[src/rtl/seg_scan_display.sv]
// Multi-digit seven-segment driver: double-dabble binary-to-BCD converter plus anode/segment scanner.
// Optional SEG_LZ_BLANK_EN blanks digits above the most significant nonzero digit.
module seg_scan_display #(
  parameter int DIGITS      = 4,
  parameter int VAL_W       = 10,
  parameter int REFRESH_DIV = 100000
) (
  input  logic              clk,
  input  logic              rst,
  input  logic [VAL_W-1:0]  value,
  input  logic              load,
  output logic              busy,
  output logic              overflow,
  output logic [DIGITS-1:0] an,
  output logic [6:0]        seg
);

  localparam int BCD_W = 4 * DIGITS + 4;
  localparam int CNT_W = $clog2(VAL_W + 1);
  localparam int REF_W = $clog2(REFRESH_DIV);
  localparam int IDX_W = (DIGITS > 1) ? $clog2(DIGITS) : 1;

  function automatic logic [63:0] pow10(input int n);
    logic [63:0] r;
    r = 64'd1;
    for (int i = 0; i < n; i++) r = r * 64'd10;
    return r;
  endfunction

  localparam logic [63:0] LIMIT = pow10(DIGITS);

  function automatic logic [6:0] dec7(input logic [3:0] d);
    logic [6:0] s;
    case (d)
      4'd0:    s = 7'b1000000;
      4'd1:    s = 7'b1111001;
      4'd2:    s = 7'b0100100;
      4'd3:    s = 7'b0110000;
      4'd4:    s = 7'b0011001;
      4'd5:    s = 7'b0010010;
      4'd6:    s = 7'b0000010;
      4'd7:    s = 7'b1111000;
      4'd8:    s = 7'b0000000;
      4'd9:    s = 7'b0010000;
      default: s = 7'b1111111;
    endcase
    return s;
  endfunction

  typedef enum logic [1:0] {IDLE, SHIFT, COMMIT} state_t;

  state_t              state_reg, state_next;
  logic [VAL_W-1:0]    bin_reg, bin_next;
  logic [BCD_W-1:0]    bcd_reg, bcd_next, bcd_adj;
  logic [CNT_W-1:0]    cnt_reg, cnt_next;
  logic                ovf_pend_reg, ovf_pend_next;
  logic [4*DIGITS-1:0] disp_reg, disp_next;
  logic                overflow_reg, overflow_next;

  // Add-3 correction applied to every nibble before each shift
  genvar gi;
  generate
    for (gi = 0; gi < DIGITS + 1; gi++) begin : g_adj
      assign bcd_adj[gi*4 +: 4] = (bcd_reg[gi*4 +: 4] >= 4'd5) ?
                                  bcd_reg[gi*4 +: 4] + 4'd3 : bcd_reg[gi*4 +: 4];
    end
  endgenerate

  always_ff @(posedge clk or negedge rst) begin
    if (!rst) begin
      state_reg    <= IDLE;
      bin_reg      <= '0;
      bcd_reg      <= '0;
      cnt_reg      <= '0;
      ovf_pend_reg <= 1'b0;
      disp_reg     <= '0;
      overflow_reg <= 1'b0;
    end else begin
      state_reg    <= state_next;
      bin_reg      <= bin_next;
      bcd_reg      <= bcd_next;
      cnt_reg      <= cnt_next;
      ovf_pend_reg <= ovf_pend_next;
      disp_reg     <= disp_next;
      overflow_reg <= overflow_next;
    end
  end

  always_comb begin
    state_next    = state_reg;
    bin_next      = bin_reg;
    bcd_next      = bcd_reg;
    cnt_next      = cnt_reg;
    ovf_pend_next = ovf_pend_reg;
    disp_next     = disp_reg;
    overflow_next = overflow_reg;
    case (state_reg)
      IDLE: begin
        if (load) begin
          bin_next      = value;
          bcd_next      = '0;
          cnt_next      = CNT_W'(VAL_W);
          ovf_pend_next = (64'(value) >= LIMIT);
          state_next    = SHIFT;
        end
      end
      SHIFT: begin
        {bcd_next, bin_next} = {bcd_adj, bin_reg} << 1;
        cnt_next = cnt_reg - CNT_W'(1);
        if (cnt_reg == CNT_W'(1)) state_next = COMMIT;
      end
      COMMIT: begin
        disp_next     = bcd_reg[4*DIGITS-1:0];
        overflow_next = ovf_pend_reg;
        state_next    = IDLE;
      end
      default: state_next = IDLE;
    endcase
  end

  assign busy     = (state_reg != IDLE);
  assign overflow = overflow_reg;

  // Per-digit segment pattern; leading-zero blanking never touches digit 0
  logic [DIGITS-1:0] lz_blank;
  logic [6:0]        digit_seg [DIGITS];

  generate
    for (gi = 0; gi < DIGITS; gi++) begin : g_digit
      if (gi == 0) begin : g_lsd
        assign lz_blank[gi] = 1'b0;
      end else begin : g_upper
`ifdef SEG_LZ_BLANK_EN
        assign lz_blank[gi] = (disp_reg[4*DIGITS-1:4*gi] == '0);
`else
        assign lz_blank[gi] = 1'b0;
`endif
      end
      assign digit_seg[gi] = overflow_reg   ? 7'b0111111 :
                             lz_blank[gi]   ? 7'b1111111 :
                             dec7(disp_reg[gi*4 +: 4]);
    end
  endgenerate

  logic [REF_W-1:0]  ref_reg;
  logic [IDX_W-1:0]  idx_reg;
  logic [DIGITS-1:0] an_reg;
  logic [6:0]        seg_reg;

  always_ff @(posedge clk or negedge rst) begin
    if (!rst) begin
      ref_reg <= '0;
      idx_reg <= '0;
      an_reg  <= '1;
      seg_reg <= 7'b1111111;
    end else begin
      if (ref_reg == REF_W'(REFRESH_DIV - 1)) begin
        ref_reg <= '0;
        idx_reg <= (idx_reg == IDX_W'(DIGITS - 1)) ? '0 : idx_reg + IDX_W'(1);
      end else begin
        ref_reg <= ref_reg + REF_W'(1);
      end
      an_reg  <= ~(DIGITS'(1) << idx_reg);
      seg_reg <= digit_seg[idx_reg];
    end
  end

  assign an  = an_reg;
  assign seg = seg_reg;

endmodule

[config.mk]
export PLATFORM = sky130hd
export DESIGN_NAME = seg_scan_display
export DESIGN_NICKNAME = d
export VERILOG_FILES = /design/src/rtl/seg_scan_display.sv
export SDC_FILE = /design/constraint.sdc
export NUM_CORES = 1
export LEC_CHECK = 0
export BUFFER_PORTS_ARGS = -buffer_cell sky130_fd_sc_hd__buf_2
export CORE_MARGIN = 3
export CORE_UTILIZATION = 38
export CTS_BUF_LIST = sky130_fd_sc_hd__clkbuf_2 sky130_fd_sc_hd__clkbuf_4 sky130_fd_sc_hd__clkbuf_8
export CTS_CLUSTER_SIZE = 14
export DETAILED_ROUTE_END_ITERATION = 7
export PLACE_DENSITY = 0.57
export SLEW_MARGIN = 20
export SYNTH_ARGS = -nofsm -noshare
export SYNTH_HDL_FRONTEND = slang
export SYNTH_SLANG_ARGS = --single-unit
[constraint.sdc]
create_clock -name clk -period 2 [get_ports clk]
set_clock_uncertainty 0.15 [all_clocks]
set_input_delay 0.2 -clock clk [delete_from_list [all_inputs] [get_ports clk]]
set_output_delay 0.2 -clock clk [all_outputs]
set_load 0.005 [all_outputs]
==> flow_summary.json, run 1 <==
{
  "run_status": "finished, final reports clean",
  "synth_edf_count": 0,
  "core_area_sq_um": 11100,
  "antenna_found_initial": 0,
  "seq_area_frac_synth_pct": 44.3,
  "pin_count": 26,
  "grt_usage_pct": 15.0,
  "drtPass1Iterations": 4,
  "slew_viol_final": 0,
  "grt_pass1_wl_microns": 15600,
  "largest_reg_flops": 17,
  "nFillCells": 1103,
  "worstPathRequired_ns": 2.14,
  "worstPathArrival_ns": 2.03,
  "synthesis.nets": 499,
  "netlist_instances": 451,
  "leakagePower_nw": 2.27,
  "grt_pass1_vias": 3223,
  "postLayoutSetupSlackWorst_ns": 0.115,
  "yosysWarnings": 0,
  "fin_cells": 634,
  "synthFlopType": "dfrtp_1",
  "rows": 38,
  "clkTransAtPathRegs_ns": 0.09,
  "min_path_type": "in -> async",
  "gp_congestion": 0.805,
  "routedWlPerCell_microns": 14.6,
  "crit_fanout": 5,
  "cts.sinks": 78,
  "grt_max_degree": 46,
  "initial_utilization_pct": 39.9,
  "slew_headroom_pct": 64.9,
  "async_flop_share_pct": 100,
  "ir_drop_mv": 0.632,
  "insertion_delay_ns": 0.37,
  "htree_levels": 3,
  "multi_input_comb_area_sq_um": 2250,
  "netlist_area_sq_um": 4440,
  "crit_path_end_kind": "flop",
  "layout_common_cells": "dfrtp_1, o21ai_0, a21oi_1, ha_1, inv_1",
  "synth_area_per_cell_sq_um": 9.83,
  "grt_overflow": 0,
  "finalCritPeriodShare_pct": 94.3,
  "rsz0062_at_grt": "false",
  "drive_above_1_share_pct": 17.2,
  "seq_area_sq_um": 1970,
  "area_growth_pct": 15.1,
  "hold_viol_final": 0,
  "max_stage_delay_ns": 0.45,
  "fmax_mhz": 530,
  "fin_setup_tns_ns": 0,
  "period_needed_ns": 1.89,
  "cts_buffer_depth": 2,
  "cp_cell_sequence": "inv_1 > ha_1 > or2_1 > a21oi_1 > a31oi_1 > mux4_2",
  "io_buffers": 24,
  "cts_tree": "done",
  "numCtsBuffers": 9,
  "pre_cts_slack_ns": 0.112,
  "yosysUniqueCellTypes": 47,
  "cp_slowest_cell": "mux4_2",
  "post-dp-hpwl_microns": 6340,
  "drt-initial-drc-count": 131,
  "final_nets": 537,
  "drc": 0,
  "drv_cap": 0,
  "hold-worst-slack_ns": 0.167,
  "tightest_slew_ns": 0.527,
  "vias_per_cell": 5.26,
  "die_x_microns": 114,
  "synth-seq-cells": 78,
  "wirelength_microns": 9250,
  "vias": 3336,
  "layout_commonest_cell": "dfrtp_1",
  "setup_viol": 0,
  "cp-start-kind": "flop",
  "p_per_area_nw_per_um2": 1210,
  "drtAntennaViolNets": 0,
  "utilization_pct": 45.9,
  "die-area_sq_um": 13000,
  "n_antenna_cell": 0,
  "cts_root_buf": "clkbuf_8",
  "die_h_microns": 114,
  "criticalPathCategory": "reg -> reg",
  "dp_cells": 603
}
cell type report:
| type | instances | share of cell area [%] |
|---|---|---|
| inverters | 29 | 2.13 |
| flip-flops and latches | 78 | 38.5 |
| clock inverters | 5 | 1.62 |
| multi-input cells | 319 | 44.2 |
| clock buffers | 11 | 2.84 |
| repair buffers | 52 | 7.31 |
| well taps | 140 | 3.43 |
cell families after synthesis:
group,share of synthesized area [%]
AO/OA/AOI/OAI,18.9
XOR/XNOR,3.95
adder cells (fa/ha/maj),9.87
buffers and inverters,4.96
flip-flops,44.3
multiplexers,3.47
other,0.0845
AND/OR/NAND/NOR,14.4
power breakdown:
part | switching [mW] | internal [mW] | total, mW
sequential | 0.458 | 2.01 | 2.47
clock | 0.607 | 0.753 | 1.36
combinational | 1.18 | 1.15 | 2.34
cells in the mapped netlist, types with 8 or more instances:
library cell  count  share of area, %
dfrtp_1          67                38
o21ai_0          42               4.7
a21oi_1          36               4.1
ha_1             35               9.9
inv_1            29               2.5
nand2b_1         22               3.1
nand2_1          21               1.8
nor2_1           20               1.7
nor2b_1          19               2.7
clkbuf_1         15               1.3
xnor2_1          12               2.4
dfstp_2          11               6.5
a22oi_1          10               1.7
buf_2             8              0.90
mux2_2            8               2.0
nand3_1           8              0.90
xor2_1            8               1.6
layer usage:
layer / vias to the layer above / part of all wire [%] / global-route usage [%]
met3: 6 / 4.3 / 5.20
met4: 0 / 0.98 / 3.80
met2: 54 / 46 / 23.7
li1: 1654 / - / -
met1: 1622 / 48 / 19.8
met5: - / 0 / 0
worst paths after layout:
kind / from / to / slack (ns) / depth (start not counted)
hold reg to reg: ref_reg[0]$_DFF_PN0_ / ref_reg[0]$_DFF_PN0_ / 0.34 / 1
setup reg to reg: disp_reg[5]$_DFFE_PN0N_ / seg[3]$_DFF_PN1_ / 0.11 / 6
hold / removal: rst / disp_reg[13]$_DFFE_PN0N_ / 0.17 / 2
setup / recovery: disp_reg[5]$_DFFE_PN0N_ / seg[3]$_DFF_PN1_ / 0.11 / 6
min in group clk: load / bin_reg[5]$_DFFE_PN0P_ / 0.19 / 4
max in group asynchronous: rst / bin_reg[0]$_DFFE_PN0P_ / 0.95 / 3
worst max-delay path: cells and delay by family, from the launching register on:
kind | cells | cell delay (ns)
mux | 1 | 0.45
flops | 1 | 0.41
buf+inv | 1 | 0.12
fa+ha+maj | 1 | 0.20
compound gates | 2 | 0.27
simple gates | 1 | 0.21
repair_timing:
action	in CTS	in global routing
endpoints found under the hold margin	43	0
hold buffers	11	0
endpoints found under the setup margin	0	1
resized for setup	0	1
buffers inserted	0	4
metrics by stage:
step | total power [mW] | instance area, sq um
after floorplan | 4.15 | 4440
after global placement | 4.71 | 4730
after detailed placement | 4.78 | 4730
after CTS | 6.19 | 5070
after global routing | 6.69 | 5100
final | 6.16 | 5100
No activity file was read; power rests on OpenSTA's default activity.
==> run 2: changes to the inputs <==
--- a/config.mk
+++ b/config.mk
@@ -6,6 +6,7 @@
 export NUM_CORES = 1
 export LEC_CHECK = 0
 export BUFFER_PORTS_ARGS = -buffer_cell sky130_fd_sc_hd__buf_2
+export CORE_ASPECT_RATIO = 1.5
 export CORE_MARGIN = 3
 export CORE_UTILIZATION = 38
 export CTS_BUF_LIST = sky130_fd_sc_hd__clkbuf_2 sky130_fd_sc_hd__clkbuf_4 sky130_fd_sc_hd__clkbuf_8
==> flow_summary.json, run 2 (synthesized netlist as in run 1, its figures left out) <==
{
  "drtPass1Iterations": 4,
  "die_x_microns": 94.2,
  "largest_reg_flops": 17,
  "postLayoutSetupSlackWorst_ns": 0.0271,
  "period_needed_ns": 1.97,
  "multi_input_comb_area_sq_um": 2290,
  "leakagePower_nw": 2.24,
  "vias_per_cell": 5.25,
  "grt_overflow": 0,
  "regToRegEndpoint": "idx_reg[0]$_DFFE_PN0N_",
  "final_nets": 538,
  "die-area_sq_um": 13000,
  "crit_path_end_kind": "flop",
  "htree_levels": 3,
  "antenna_found_initial": 0,
  "die_h_microns": 138,
  "io_buffers": 24,
  "regToRegSetupSlack_ns": 0.03,
  "drv_cap": 0,
  "rsz0062_at_grt": "true",
  "clkTransAtPathRegs_ns": 0.09,
  "cp-start-kind": "flop",
  "drc": 0,
  "nFillCells": 1053,
  "drt-initial-drc-count": 160,
  "area_growth_pct": 15.3,
  "grt_pass1_vias": 3276,
  "power.total_mw": 5.88,
  "cts.sinks": 78,
  "ir_drop_mv": 0.403,
  "finalCritPeriodShare_pct": 98.6,
  "run_status": "finished, final reports clean",
  "fmax_mhz": 507,
  "cp-endpoint": "idx_reg[0]$_DFFE_PN0N_",
  "criticalPathCategory": "reg -> reg",
  "gp_congestion": 0.908,
  "rows": 47,
  "pre_cts_slack_ns": -0.00624,
  "layout_common_cells": "dfrtp_1, o21ai_0, a21oi_1, ha_1, inv_1",
  "worstPathRequired_ns": 2.11,
  "grt_max_degree": 44,
  "r2r_cells": 5,
  "wirelength_microns": 9190,
  "fin_cells": 642,
  "layout_commonest_cell": "dfrtp_1",
  "numCtsBuffers": 9,
  "p_per_area_nw_per_um2": 1150,
  "min_path_type": "in -> async",
  "drtAntennaViolNets": 0,
  "pin_count": 26,
  "startpoint": "ref_reg[0]$_DFF_PN0_",
  "dp_cells": 611,
  "cts_tree": "done",
  "utilization_pct": 45.5,
  "setup_viol": 0,
  "routedWlPerCell_microns": 14.3,
  "n_antenna_cell": 0,
  "post-dp-hpwl_microns": 6580,
  "core_area_sq_um": 11200,
  "worstPathArrival_ns": 2.08,
  "hold_viol_final": 0,
  "drive_above_1_share_pct": 18.0,
  "crit_fanout": 4,
  "vias": 3368,
  "slew_viol_final": 0,
  "grt_pass1_wl_microns": 15600,
  "initial_utilization_pct": 39.5,
  "timing.rr.start": "ref_reg[0]$_DFF_PN0_",
  "cts_buffer_depth": 2,
  "seq_area_sq_um": 1970,
  "cts_root_buf": "clkbuf_8",
  "insertion_delay_ns": 0.36,
  "grt_usage_pct": 14.9
}
==> run 2: what timing repair did <==
item / 4_1_cts / 5_1_grt
hold endpoints to repair: 77 / 0
gates resized for setup: 1 / 6
endpoints found under the setup margin: 2 / 3
setup buffers: 0 / 4
pin swaps: 0 / 2
hold buffers: 11 / 0
==> run 2: worst min path at each step <==
stage / startpoint / to / cells after the start
after global routing: rst / disp_reg[11]$_DFFE_PN0N_ / 2
final: rst / disp_reg[11]$_DFFE_PN0N_ / 2
after global placement: rst / disp_reg[11]$_DFFE_PN0N_ / 1
after detailed placement: rst / disp_reg[11]$_DFFE_PN0N_ / 1
after floorplan: rst / bcd_reg[0]$_DFFE_PN0P_ / 0
after CTS: rst / state_reg[0]$_DFFE_PN0P_ / 2
==> run 2: critical path, stage by stage (launching register included) <==
cell     delay (ns)
dfrtp_1        0.44
ha_4           0.17
and4_4         0.23
nand4_1        0.15
nor4_4         0.38
mux2_4         0.33
==> run 2: layout make-up <==
type | count | share of cell area [%]
clock buffer | 10 | 2.57
tap | 147 | 3.60
multi-input combinational | 319 | 44.7
clock inverter | 6 | 0.905
timing repair buffer | 53 | 7.68
inverter | 29 | 2.13
sequential | 78 | 38.4
==> run 2: stage by stage <==
stage,TNS (ns),hold slack (ns),instance area (sq um)
floorplan,0,-0.246,4440
global placement,0,-0.0417,4760
detailed placement,-0.00624,-0.0469,4760
CTS,0,0.103,5060
global route,-0.175,0.114,5110
finish,0,0.116,5110
==> run 2: routing by layer <==
layer | track usage, % | share of wire, % | vias to the layer above
met1 | 18.5 | 43 | 1624
met5 | 0 | 0 | -
met2 | 25.0 | 51 | 57
li1 | - | - | 1671
met4 | 6.85 | 2.4 | 0
met3 | 2.61 | 2.9 | 16
==> run 2: power by group <==
group / switching (mW) / total, mW / internal (mW)
clock: 0.619 / 1.09 / 0.470
sequential: 0.461 / 2.47 / 2.01
combinational: 1.18 / 2.33 / 1.14
